### src/rtl/cp0_exc_unit.sv
// CP0 exception/interrupt controller for the M stage: SR/Cause/EPC, flush request,
// mfc0/mtc0/eret handling.
module cp0_exc_unit #(
    parameter logic [31:0] EXC_ENTRY = 32'h0000_4180
) (
    input  logic        clk,
    input  logic        rst_n,
    input  logic [31:0] pc_m,
    input  logic        bd_m,
    input  logic [4:0]  exc_code_m,
    input  logic        ov_arith,
    input  logic        ov_load,
    input  logic        ov_store,
    input  logic [5:0]  hwint,
    input  logic        cp0_we,
    input  logic [4:0]  cp0_addr,
    input  logic [31:0] cp0_wdata,
    input  logic        eret_m,
    output logic [31:0] cp0_rdata,
    output logic [31:0] epc_out,
    output logic        exc_req,
    output logic [31:0] handler_pc
);

    localparam logic [4:0] AddrSr    = 5'd12;
    localparam logic [4:0] AddrCause = 5'd13;
    localparam logic [4:0] AddrEpc   = 5'd14;

    localparam logic [4:0] CodeOv   = 5'd12;
    localparam logic [4:0] CodeAdEL = 5'd4;
    localparam logic [4:0] CodeAdES = 5'd5;

    // The handler state is SR.EXL itself.
    typedef enum logic {StNormal, StHandler} state_e;

    state_e      state_q;
    logic [5:0]  sr_im_q;
    logic        sr_ie_q;
    logic        cause_bd_q;
    logic [5:0]  cause_ip_q;
    logic [4:0]  cause_exc_q;
    logic [31:0] epc_q;

    logic        sr_exl;
    logic [4:0]  eff_code;
    logic        int_pend;
    logic        exc_pend;
    logic        mtc0_sr;
    logic        mtc0_epc;
    logic [31:0] sr_val;
    logic [31:0] cause_val;

    assign sr_exl = (state_q == StHandler);

    always_comb begin
        eff_code = 5'd0;
        if (exc_code_m != 5'd0) begin
            eff_code = exc_code_m;
        end else if (ov_arith) begin
            eff_code = CodeOv;
        end else if (ov_load) begin
            eff_code = CodeAdEL;
        end else if (ov_store) begin
            eff_code = CodeAdES;
        end
    end

    assign int_pend = (|(hwint & sr_im_q)) & sr_ie_q & ~sr_exl;
    assign exc_pend = (eff_code != 5'd0) & ~sr_exl;
    // Registers are cleared during reset, so gate the request explicitly as well.
    assign exc_req  = rst_n & (int_pend | exc_pend);

    assign mtc0_sr  = cp0_we & (cp0_addr == AddrSr);
    assign mtc0_epc = cp0_we & (cp0_addr == AddrEpc);

    always_ff @(posedge clk or negedge rst_n) begin
        if (!rst_n) begin
            state_q     <= StNormal;
            sr_im_q     <= 6'd0;
            sr_ie_q     <= 1'b0;
            cause_bd_q  <= 1'b0;
            cause_ip_q  <= 6'd0;
            cause_exc_q <= 5'd0;
            epc_q       <= 32'd0;
        end else begin
            cause_ip_q <= hwint;
            if (exc_req) begin
                state_q     <= StHandler;
                cause_exc_q <= int_pend ? 5'd0 : eff_code;
                cause_bd_q  <= bd_m;
                epc_q       <= bd_m ? (pc_m - 32'd4) : pc_m;
            end else begin
                if (mtc0_sr) begin
                    sr_im_q <= cp0_wdata[15:10];
                    sr_ie_q <= cp0_wdata[0];
                    state_q <= cp0_wdata[1] ? StHandler : StNormal;
                end else if (eret_m) begin
                    state_q <= StNormal;
                end
                if (mtc0_epc) begin
                    epc_q <= cp0_wdata;
                end
            end
        end
    end

    assign sr_val    = {16'd0, sr_im_q, 8'd0, sr_exl, sr_ie_q};
    assign cause_val = {cause_bd_q, 15'd0, cause_ip_q, 3'd0, cause_exc_q, 2'd0};

    always_comb begin
        cp0_rdata = 32'd0;
        case (cp0_addr)
            AddrSr:    cp0_rdata = sr_val;
            AddrCause: cp0_rdata = cause_val;
            AddrEpc:   cp0_rdata = epc_q;
            default:   cp0_rdata = 32'd0;
        endcase
    end

    assign epc_out    = epc_q;
    assign handler_pc = EXC_ENTRY;

endmodule
### config.mk
export PLATFORM = sky130hd
export DESIGN_NAME = cp0_exc_unit
export DESIGN_NICKNAME = d
export VERILOG_FILES = /design/src/rtl/cp0_exc_unit.sv
export SDC_FILE = /design/constraint.sdc
export NUM_CORES = 1
export LEC_CHECK = 0
export BUFFER_PORTS_ARGS = -buffer_cell sky130_fd_sc_hd__buf_4
export CORE_ASPECT_RATIO = 1.75
export CORE_MARGIN = 2
export CORE_UTILIZATION = 45
export CTS_CLUSTER_SIZE = 40
export DETAILED_ROUTE_END_ITERATION = 16
export PLACE_DENSITY = 0.76
export REMOVE_ABC_BUFFERS = 1
export SYNTH_ARGS = -nofsm -noshare
export SYNTH_HDL_FRONTEND = slang
export SYNTH_SLANG_ARGS = --single-unit
### constraint.sdc
create_clock -name clk -period 2.95 [get_ports clk]
set_input_delay 0.59 -clock clk [delete_from_list [all_inputs] [get_ports clk]]
set_output_delay 0.59 -clock clk [all_outputs]
set_load 0.005 [all_outputs]
== Word-level counts from Yosys, hierarchy flattened ==
Index checks and enable logic that the tools add are counted.

* Flip-flop bits (word level): 52
* Logic and storage cells: 40
* Bits of input ports: 88
* Output and inout port bits: 97

* Equality and inequality tests: 3
* Reduce and logical (&&, ||, !) cells: 6
* Add/subtract/negate cells: 1
* Muxes and demuxes: 13
* Bitwise gates (word level): 10

{| class="wikitable"
|+ Operators with widths
! kind !! count
|-
| $mux W32 || 3
|-
| $pmux W32 S3 || 1
|-
| $sub A32 B3 Y32 const B || 1
|-
| $eq A5 B4 Y1 const B || 3
|-
| $mux W5 || 2
|-
| $reduce_bool A5 Y1 || 2
|-
| $and A1 B1 Y1 || 6
|-
| $and A6 B6 Y6 || 1
|-
| $mux W3 || 2
|-
| $reduce_or A6 Y1 || 1
|-
| $mux W1 || 4
|-
| $mux W4 || 1
|-
| $reduce_bool A3 Y1 || 1
|-
| $not A1 Y1 || 2
|-
| $reduce_and A2 Y1 || 1
|-
| $reduce_bool A2 Y1 || 1
|-
| $or A1 B1 Y1 || 1
|}

== Logic depth before layout (Yosys ltp) ==
Gate-level depths: netlist (run 1).

* Depth in word-level cells: 10
* Mapped depth: 7
* Gate-level depth less buffers: 6

== Least setup slack after synthesis (run 1) ==
No wires, ideal clock.

* Path type: input port to output port
* Start point: input hwint[1]
* End point: output exc_req
* Buffers on the path: 2
* Path slack: 465 ps
* Data required time: 2360 ps
* Data arrival time: 1895 ps
* Stages: 6
* Path through: a22oi_1 a311oi_2 nor2_4 inv_2 buf_2 buf_2

* Cells in the longest elaborated chain, start to end: 6

{| class="wikitable"
|+ RTL lines
! item !! RTL line !! source
|-
| start: declaration || 14 || <nowiki>input logic [5:0] hwint,</nowiki>
|-
| $and A6 B6 Y6 || 68 || <nowiki>assign int_pend = (|(hwint & sr_im_q)) & sr_ie_q & ~sr_exl;</nowiki>
|-
| $reduce_or A6 Y1 || 68 ||
|-
| $and A1 B1 Y1 (2 in series) || 68 ||
|-
| $or A1 B1 Y1 || 71 || <nowiki>assign exc_req = rst_n & (int_pend | exc_pend);</nowiki>
|-
| $and A1 B1 Y1 || 71 ||
|-
| end: declaration || 21 || <nowiki>output logic exc_req,</nowiki>
|}

Every way passes these cells.

== Final worst setup path (run 1) ==
* Start point: register state_q (netlist: sr_exl)
* End point: output exc_req

* Cells in the longest elaborated chain, start to end: 4

{| class="wikitable"
|+ RTL lines
! item !! RTL line !! source
|-
| start: declaration || 36 || <nowiki>state_e state_q;</nowiki>
|-
| start signal: assignment || 78 || <nowiki>state_q <= StNormal;</nowiki>
|-
| start signal: assignment || 88 || <nowiki>state_q <= StHandler;</nowiki>
|-
| start signal: assignment || 96 || <nowiki>state_q <= cp0_wdata[1] ? StHandler : StNormal;</nowiki>
|-
| $not A1 Y1 (*) || 68, 69 ||
|-
| $and A1 B1 Y1, on equally long branches || 68, 69 ||
|-
| $or A1 B1 Y1 (*) || 71 ||
|-
| $and A1 B1 Y1 (*) || 71 ||
|}

Mark *: on every way between the ends. The rest lies on a longest branch, timed or not.

==> results of run 1 <==
Yosys cell counts, types with 2 or more instances:
library cell  count  area (µm²)
nand3b_1          3        22.5
conb_1            2        7.51
nor4bb_1          2        20.0
a2111oi_0        14         123
nor4_4            3        63.8
nor4b_1           2        17.5
mux2i_1          39         390
nand3_1           3        15.0
dfrtp_1          52        1300
nor2b_1           3        18.8
clkbuf_1         16        60.1
or4b_1            3        30.0
o21ai_0          17        85.1
nand2_1          13        48.8
nor3_1            6        30.0
nand4_1           4        25.0
or4_1             8        60.1
a22oi_1           3        22.5
o31ai_1           7        52.6
or3_1            10        62.6
buf_2             8        40.0
xor2_1           10        87.6
inv_1            23        86.3
a22o_1            8        70.1
o41ai_1           3        26.3
nor4_1            3        18.8
xnor2_1           5        43.8
and3_1           19         119
a31oi_1          30         188
mux2_2           13         146
buf_4            33         248
nor2_1           10        37.5
report_power, final:
| part | leakage, nW | internal [mW] | switching, mW | total (mW) |
|---|---|---|---|---|
| clock | 0.0736 | 0.313 | 0.269 | 0.583 |
| sequential | 0.609 | 0.872 | 0.134 | 1.01 |
| combinational | 1.70 | 0.411 | 0.333 | 0.744 |
| total | 2.38 | 1.60 | 0.737 | 2.33 |
sequential cells by signal, indices dropped and copies added, names as in the netlist:
register and flops:
cause_ip_q 6, cause_exc_q 5, cause_bd_q 1, sr_im_q 6
epc_out 32, sr_exl 1, sr_ie_q 1
critical path, cell delays in order, from the launching register on:
cell	delay [ns]
dfrtp_1	0.43
nand2b_1	0.25
a311oi_2	0.87
nor2_4	0.04
inv_2	0.08
buf_4	0.11
area by class of cell:
class / instances / area (µm²) / share of cell area, %
clock buffer: 5 / 125 / 2.52
clock inverter: 3 / 18.8 / 0.378
inverter: 24 / 90.1 / 1.81
multi-input combinational: 287 / 2090 / 42.1
sequential: 52 / 1300 / 26.2
tap: 90 / 113 / 2.27
timing repair buffer: 164 / 1230 / 24.8
worst max path at each step:
stage | from | end | slack (ns) | depth (start not counted)
floorplan | cp0_addr[1] | epc_out[15] | -0.07 | 4
global placement | rst_n | sr_im_q[0] | 0.38 | 7
detailed placement | pc_m[20] | epc_out[30] | 0.34 | 5
CTS | sr_exl | exc_req | 0.31 | 5
global route | sr_exl | exc_req | 0.24 | 5
finish | sr_exl | exc_req | 0.28 | 5
through the flow:
| stage | setup TNS [ns] | util (%) | cells | instance area (µm²) | hold slack, ns |
|---|---|---|---|---|---|
| 2_1_floorplan | -2.09 | - | 363 | 3480 | 0.294 |
| 3_3_place_gp | 0 | 60.6 | 617 | 4820 | 0.497 |
| 3_5_place_dp | 0 | 60.6 | 617 | 4820 | 0.501 |
| 4_1_cts | 0 | 62.4 | 625 | 4970 | 0.404 |
| 5_1_grt | 0 | 62.4 | 625 | 4970 | 0.401 |
| 6_report | 0 | 62.4 | 625 | 4970 | 0.407 |
per-layer routing:
metal  up-vias  wire length, µm
met2       148             6290
met5         -                0
met4         0              336
met3        26              599
li1       1677                -
met1      1775             4320
kinds of logic (layout without fill, tap and decap cells):
logic type	Yosys count	count (layout)	share of synthesized area (%)
AND/OR/NAND/NOR	100	100	18.1
AO/OA/AOI/OAI	87	87	16.6
buffers and inverters	81	196	11.8
multiplexers	52	52	14.5
flip-flops	52	52	35.0
XOR/XNOR	15	15	3.54
other	2	32	0.202
adder cells (fa/ha/maj)	1	1	0.337
cell usage in the layout (no fill, tap or decap), types with 4 or more instances in the layout:
master	instances
or3_1	10
o31ai_1	7
mux2_2	13
nor3_1	6
nand2_1	13
inv_1	23
dfrtp_1	52
a22o_1	8
o21ai_0	17
nor2_1	10
and3_1	19
nand4_1	4
xor2_1	10
a31oi_1	30
or4_1	8
a2111oi_0	14
buf_4	164
mux2i_1	39
xnor2_1	5
conb_1	32
clkbuf_16	5
==> flow_summary_export.csv, run 1 <==
group,metric,value,unit
status,status,"completed",
worst_hold_path,whs_path_depth,1,
cts,worst_skew_pair.late_latency,0.30,ns
sta,min_period,2.67,ns
sta,fmax,375,MHz
die,rows,43,
die,dieWidth,72.7,µm
cts,cts-buffers-inserted,5,
die,coreArea,7960,µm²
cts,hold_buffers,0,
global_route,grt_pass1_vias,3488,
worst_hold_path,hold_path.class,"in -> reg",
final_layout,final_nets,623,
synthesis,ys.flop_type,"dfrtp_1",
setup_path,r2r-start,"sr_exl",
sta,tightest_slew,0.972,ns
setup_path,end_kind,"output pin",
sta,clock_skew,0.00614,ns
cts,cts-root-buf,"clkbuf_16",
synthesis,synthDistinctLibCells,47,
setup_path,rr_endpoint,"sr_im_q[5]",
die,dieArea,9020,µm²
drt,drtPass1Iterations,5,
synthesis,ys_warn_count,0,
global_route,use_met3,3.88,%
pwr,leakage,2.38,nW
synthesis,syn_area,3710,µm²
final_layout,syn_to_final_growth,33.8,%
global_route,grt_use_total,25.1,%
synthesis,avgSynthCellArea,9.52,µm²
sta,relSlewSlack,35.2,%
global_route,grt_pass1_wl,17500,µm
cts,clk_pin_slew,0.07,ns
drt,drtIter0Drc,245,
final_layout,antenna_cells,0,
setup_path,crit_arrival,2.08,ns
global_route,grt-ovfl-total,0,
synthesis,ys_ff_latch,52,
pwr,power_density,470,nW/µm²
pwr,power.total,2.33,mW
global_route,antenna_found_initial,0,
die,pin_count,185,
setup_path,rr_worst_depth,6,
sta,rsz0062_at_grt,"false",
pwr,vdd_drop_max,298,µV
place,hpwlAfterDp,8840,µm
run,maxCapViolCount,0,
cts,cts_repair_resize_count,0,
die,die_y,124,µm
place,place_ws,0.344,ns
place,io_buffers,152,
drt,ant_nets,0,
worst_hold_path,whs_endpoint,"cause_ip_q[0]",
sta,finalCritPeriodShare,90.4,%
cts,tritoncts,"yes",
cts,clk_path_buf_depth,2,
final_layout,nFillCells,703,
synthesis,synth-edff-count,0,
sta,hold_violations,0,
sta,worst_slack,0.283,ns
setup_path,required,2.36,ns
global_route,grtUsageMet1,28.3,%
global_route,busiest_layer,"met2",
sta,final_max_slew_viol_count,0,
global_route,grt_start_max_net_pins,53,
drt,drt_wl_total,11500,µm
worst_hold_path,min_from,"hwint[0]",
setup_path,crit_type,"reg -> out",
global_route,met2_usage,46.2,%
setup_path,cp_max_fo,9,
synthesis,seq_area_frac_synth,35.0,%
cts,postCtsSetupBuffers,0,
setup_path,timing.critical_path.from_type,"flip-flop",
final_layout,drive_gt1_share,36.6,%
cts,clkSinkCount,52,
die,start_util,46.6,%
synthesis,syn_inst,390,
setup_path,rrSetupSlack,0.47,ns
drt,wl_per_cell,18.5,µm
cts,cts-htree-levels,2,
synthesis,synthArstFlopShare,100,%
drt,viasPerCell,5.80,
drt,drcViolationCount,0,
sta,setup_viol,0,
place,globalplace.congestion,0.886,
drt,num_vias,3626,
No activity file was read; power rests on OpenSTA's default activity.
==> run 2, diff against run 1 <==
--- a/config.mk
+++ b/config.mk
@@ -6,12 +6,14 @@
 export NUM_CORES = 1
 export LEC_CHECK = 0
 export BUFFER_PORTS_ARGS = -buffer_cell sky130_fd_sc_hd__buf_4
+export CELL_PAD_IN_SITES_DETAIL_PLACEMENT = 0
+export CELL_PAD_IN_SITES_GLOBAL_PLACEMENT = 1
 export CORE_ASPECT_RATIO = 1.75
 export CORE_MARGIN = 2
-export CORE_UTILIZATION = 45
+export CORE_UTILIZATION = 34
 export CTS_CLUSTER_SIZE = 40
 export DETAILED_ROUTE_END_ITERATION = 16
-export PLACE_DENSITY = 0.76
+export PLACE_DENSITY = 0.79
 export REMOVE_ABC_BUFFERS = 1
 export SYNTH_ARGS = -nofsm -noshare
 export SYNTH_HDL_FRONTEND = slang
==> flow_summary_export.csv, run 2 (same netlist as run 1, synthesis figures left out) <==
group,metric,value,unit
drt,num_vias,3562,
place,globalplace.congestion,0.803,
die,start_util,34.7,%
place,io_buffers,152,
drt,wl_per_cell,18.5,µm
drt,drtIter0Drc,148,
status,status,"completed",
sta,relSlewSlack,46.9,%
cts,cts-htree-levels,2,
die,rows,50,
setup_path,required,2.36,ns
final_layout,final_cell_mix,"buf_4, dfrtp_1, mux2i_1",
cts,tritoncts,"yes",
final_layout,final_common_cell,"buf_4",
setup_path,rr_worst_depth,6,
final_layout,final_nets,624,
final_layout,layout.cells.non_filler,666,
drt,drtPass1Iterations,4,
global_route,grt-ovfl-total,0,
sta,hold_violations,0,
cts,clk_pin_slew,0.07,ns
cts,clk_path_buf_depth,2,
pwr,power.total,2.35,mW
pwr,vdd_drop_max,255,µV
worst_hold_path,hold_path.class,"in -> reg",
sta,clock_skew,0.00753,ns
die,coreArea,10700,µm²
final_layout,drive_gt1_share,36.8,%
final_layout,syn_to_final_growth,35.7,%
worst_hold_path,whs_endpoint,"cause_ip_q[5]",
worst_hold_path,min_from,"hwint[5]",
setup_path,crit_type,"reg -> out",
sta,worst_slack,0.393,ns
sta,setup_viol,0,
setup_path,rr_endpoint,"cause_exc_q[2]",
drt,viasPerCell,5.35,
final_layout,largest_reg_flops,32,
drt,drcViolationCount,0,
sta,final_max_slew_viol_count,0,
place,place_inst,658,
run,maxCapViolCount,0,
setup_path,r2r-start,"sr_exl",
setup_path,cp_max_fo,10,
cts,hold_buffers,0,
final_layout,antenna_cells,0,
die,dieArea,11800,µm²
die,pin_count,185,
global_route,antenna_found_initial,0,
place,hpwlAfterDp,9630,µm
place,place_ws,0.394,ns
cts,cts_repair_resize_count,0,
final_layout,design_area,5040,µm²
pwr,power_density,466,nW/µm²
die,dieWidth,83,µm
global_route,grt_start_max_net_pins,53,
setup_path,timing.critical_path.from_type,"flip-flop",
cts,cts-buffers-inserted,5,
sta,finalCritPeriodShare,86.7,%
pwr,leakage,2.38,nW
global_route,grt_pass1_wl,19100,µm
cts,worst_skew_pair.late_latency,0.30,ns
sta,tightest_slew,0.793,ns
place,place_area,4900,µm²
cts,clkSinkCount,52,
global_route,grt_pass1_vias,3598,
drt,ant_nets,0,
cts,cts-root-buf,"clkbuf_16",
drt,drt_wl_total,12300,µm
setup_path,crit_arrival,1.97,ns
sta,fmax,391,MHz
worst_hold_path,whs_path_depth,1,
sta,min_period,2.56,ns
setup_path,end_kind,"output pin",
sta,hold_slack,0.409,ns
die,die_y,142,µm
cts,postCtsSetupBuffers,0,
sta,rsz0062_at_grt,"false",
global_route,grt_use_total,20.5,%
setup_path,rrSetupSlack,0.62,ns
-- run 2: cell count changes in the layout (fill, tap and decap cells not counted) --
cell,before,now
and3_2,0,1
clkinvlp_4,0,1
clkinv_2,2,0
buf_12,0,1
clkbuf_1,0,1
and3_1,19,18
-- run 2: cell type report --
cell class | count | area (µm²)
Inverter | 24 | 90.1
Clock buffer | 6 | 129
Sequential cell | 52 | 1300
Fill cell | 1068 | 5660
Multi-Input combinational cell | 287 | 2090
Tap cell | 130 | 163
Clock inverter | 2 | 16.3
Timing Repair Buffer | 165 | 1250
-- run 2: power breakdown --
part	total, mW	switching, mW	internal (mW)	leakage [nW]
Combinational	0.748	0.336	0.412	1.71
Sequential	1.01	0.137	0.872	0.609
Clock	0.591	0.274	0.317	0.0671
-- run 2: worst max-delay path by stage --
stage                startpoint          end  slack [ns]  cells past startpoint
floorplan           cp0_addr[1]  epc_out[15]       -0.07                      4
global placement       pc_m[20]  epc_out[24]        0.43                      5
detailed placement     pc_m[20]  epc_out[26]        0.39                      5
CTS                      sr_exl      exc_req        0.32                      5
global route             sr_exl      exc_req        0.27                      5
finish                   sr_exl      exc_req        0.39                      5
-- run 2: routing by layer --
metal	wire, µm	track usage (%)	up-vias	share of wire, %
met2	7150	41.1	131	58
li1	-	-	1682	-
met4	294	7.51	0	2.4
met3	521	2.67	17	4.2
met5	0	0	-	0
met1	4330	21.2	1732	35
-- run 2: critical path: stages (launching register included) --
cell      delay [ns]
dfrtp_1         0.42
nand2b_1        0.26
a31oi_2         0.68
nor2_4          0.08
inv_2           0.10
buf_4           0.12
-- run 2: metrics by stage --
| step | TNS, ns | util [%] |
|---|---|---|
| floorplan | -2.09 | - |
| global placement | 0 | 45.8 |
| detailed placement | 0 | 45.8 |
| CTS | 0 | 47.1 |
| global route | 0 | 47.1 |
| finish | 0 | 47.1 |
==> run 3, diff against run 2 <==
--- a/config.mk
+++ b/config.mk
@@ -14,6 +14,7 @@
 export CTS_CLUSTER_SIZE = 40
 export DETAILED_ROUTE_END_ITERATION = 16
 export PLACE_DENSITY = 0.79
+export RECOVER_POWER = 25
 export REMOVE_ABC_BUFFERS = 1
 export SYNTH_ARGS = -nofsm -noshare
 export SYNTH_HDL_FRONTEND = slang
==> flow_summary_export.csv, run 3 (same netlist as run 1, synthesis figures left out) <==
group,metric,value,unit
die,pin_count,185,
global_route,antenna_found_initial,0,
setup_path,rr_endpoint,"cause_exc_q[2]",
cts,clk_path_buf_depth,2,
sta,hold_violations,0,
drt,drcViolationCount,0,
final_layout,largest_reg_flops,32,
cts,postCtsSetupBuffers,0,
sta,finalCritPeriodShare,86.6,%
setup_path,cp_max_fo,10,
sta,final_max_slew_viol_count,0,
final_layout,final_cell_mix,"buf_4, dfrtp_1, mux2i_1",
sta,setup_viol,0,
sta,worst_slack,0.394,ns
setup_path,crit_arrival,1.97,ns
cts,clk_pin_slew,0.07,ns
global_route,grt_pass1_vias,3598,
drt,drtIter0Drc,147,
setup_path,required,2.36,ns
final_layout,syn_to_final_growth,35.2,%
setup_path,timing.critical_path.from_type,"flip-flop",
drt,drt_wl_total,12300,µm
place,place_ws,0.394,ns
sta,clock_skew,0.00753,ns
place,place_inst,658,
cts,cts_repair_resize_count,0,
setup_path,r2r-start,"sr_exl",
die,dieArea,11800,µm²
global_route,grt_start_max_net_pins,53,
pwr,power_density,467,nW/µm²
final_layout,postLayoutCoreUtil,46.9,%
pwr,leakage,2.36,nW
drt,wl_per_cell,18.5,µm
die,die_y,142,µm
final_layout,final_common_cell,"buf_4",
setup_path,rr_worst_depth,6,
status,status,"completed",
pwr,vdd_drop_max,254,µV
final_layout,drive_gt1_share,35.8,%
global_route,grt_pass1_wl,19100,µm
drt,ant_nets,0,
sta,relSlewSlack,9.02,%
final_layout,final_nets,624,
cts,worst_skew_pair.late_latency,0.30,ns
final_layout,antenna_cells,0,
worst_hold_path,whs_path_depth,1,
setup_path,crit_type,"reg -> out",
worst_hold_path,whs_endpoint,"cause_ip_q[3]",
place,globalplace.congestion,0.803,
drt,num_vias,3565,
die,start_util,34.7,%
die,rows,50,
setup_path,rrSetupSlack,0.62,ns
cts,cts-htree-levels,2,
cts,tritoncts,"yes",
drt,viasPerCell,5.35,
cts,hold_buffers,0,
cts,cts-buffers-inserted,5,
worst_hold_path,hold_path.class,"in -> reg",
place,hpwlAfterDp,9630,µm
setup_path,end_kind,"output pin",
global_route,grt_use_total,20.5,%
global_route,grt-ovfl-total,0,
worst_hold_path,min_from,"hwint[3]",
cts,cts-root-buf,"clkbuf_16",
sta,tightest_slew,1.36,ns
die,dieWidth,83,µm
die,coreArea,10700,µm²
run,maxCapViolCount,0,
drt,drtPass1Iterations,4,
sta,fmax,391,MHz
final_layout,nFillCells,1071,
final_layout,layout.cells.non_filler,666,
sta,min_period,2.56,ns
cts,clkSinkCount,52,
sta,rsz0062_at_grt,"false",
sta,hold_slack,0.423,ns
place,io_buffers,152,
run 3: changes by cell type in the layout (fill, tap and decap cells not counted), sizes merged:
cell / before / now
buf: 165 / 157
clkbuf: 6 / 14
run 3: how the worst max path moves through the flow:
| stage | from | end | slack, ns | cells after the start |
|---|---|---|---|---|
| 6_report | sr_exl | exc_req | 0.39 | 5 |
| 5_1_grt | sr_exl | exc_req | 0.27 | 5 |
| 4_1_cts | sr_exl | exc_req | 0.32 | 5 |
| 3_5_place_dp | pc_m[20] | epc_out[26] | 0.39 | 5 |
| 3_3_place_gp | pc_m[20] | epc_out[24] | 0.43 | 5 |
| 2_1_floorplan | cp0_addr[1] | epc_out[15] | -0.07 | 4 |
run 3: cell type report:
type | count | area [µm²] | share of cell area, %
timing repair buffer | 165 | 1230 | 24.5
sequential | 52 | 1300 | 25.9
clock buffer | 6 | 129 | 2.57
inverter | 24 | 90.1 | 1.79
multi-input combinational | 287 | 2090 | 41.7
clock inverter | 2 | 16.3 | 0.324
tap | 130 | 163 | 3.24
run 3: stage by stage:
step                setup TNS (ns)  area (µm²)  power [mW]
finish                           0        5020        2.34
global route                     0        5020        2.49
CTS                              0        5040        2.37
detailed placement               0        4900        1.78
global placement                 0        4900        1.76
floorplan                    -2.09        3480        1.31
run 3: report_power, final:
| part | switching [mW] | total, mW | internal, mW |
|---|---|---|---|
| Combinational | 0.336 | 0.744 | 0.409 |
| Clock | 0.274 | 0.591 | 0.317 |
| Sequential | 0.137 | 1.01 | 0.872 |
| Total | 0.747 | 2.34 | 1.60 |
run 3: critical path, cell delays in order (launching register included):
cell	delay [ns]
dfrtp_1	0.42
nand2b_1	0.26
a31oi_2	0.68
nor2_4	0.08
inv_2	0.10
buf_4	0.12
run 3: routing by layer:
layer	share of wire [%]	up-vias	wire (µm)	track usage, %
met5	0	-	0	0
met4	2.4	0	294	7.51
met3	4.2	17	516	2.67
met2	58	129	7150	41.1
met1	35	1737	4330	21.2
li1	-	1682	-	-
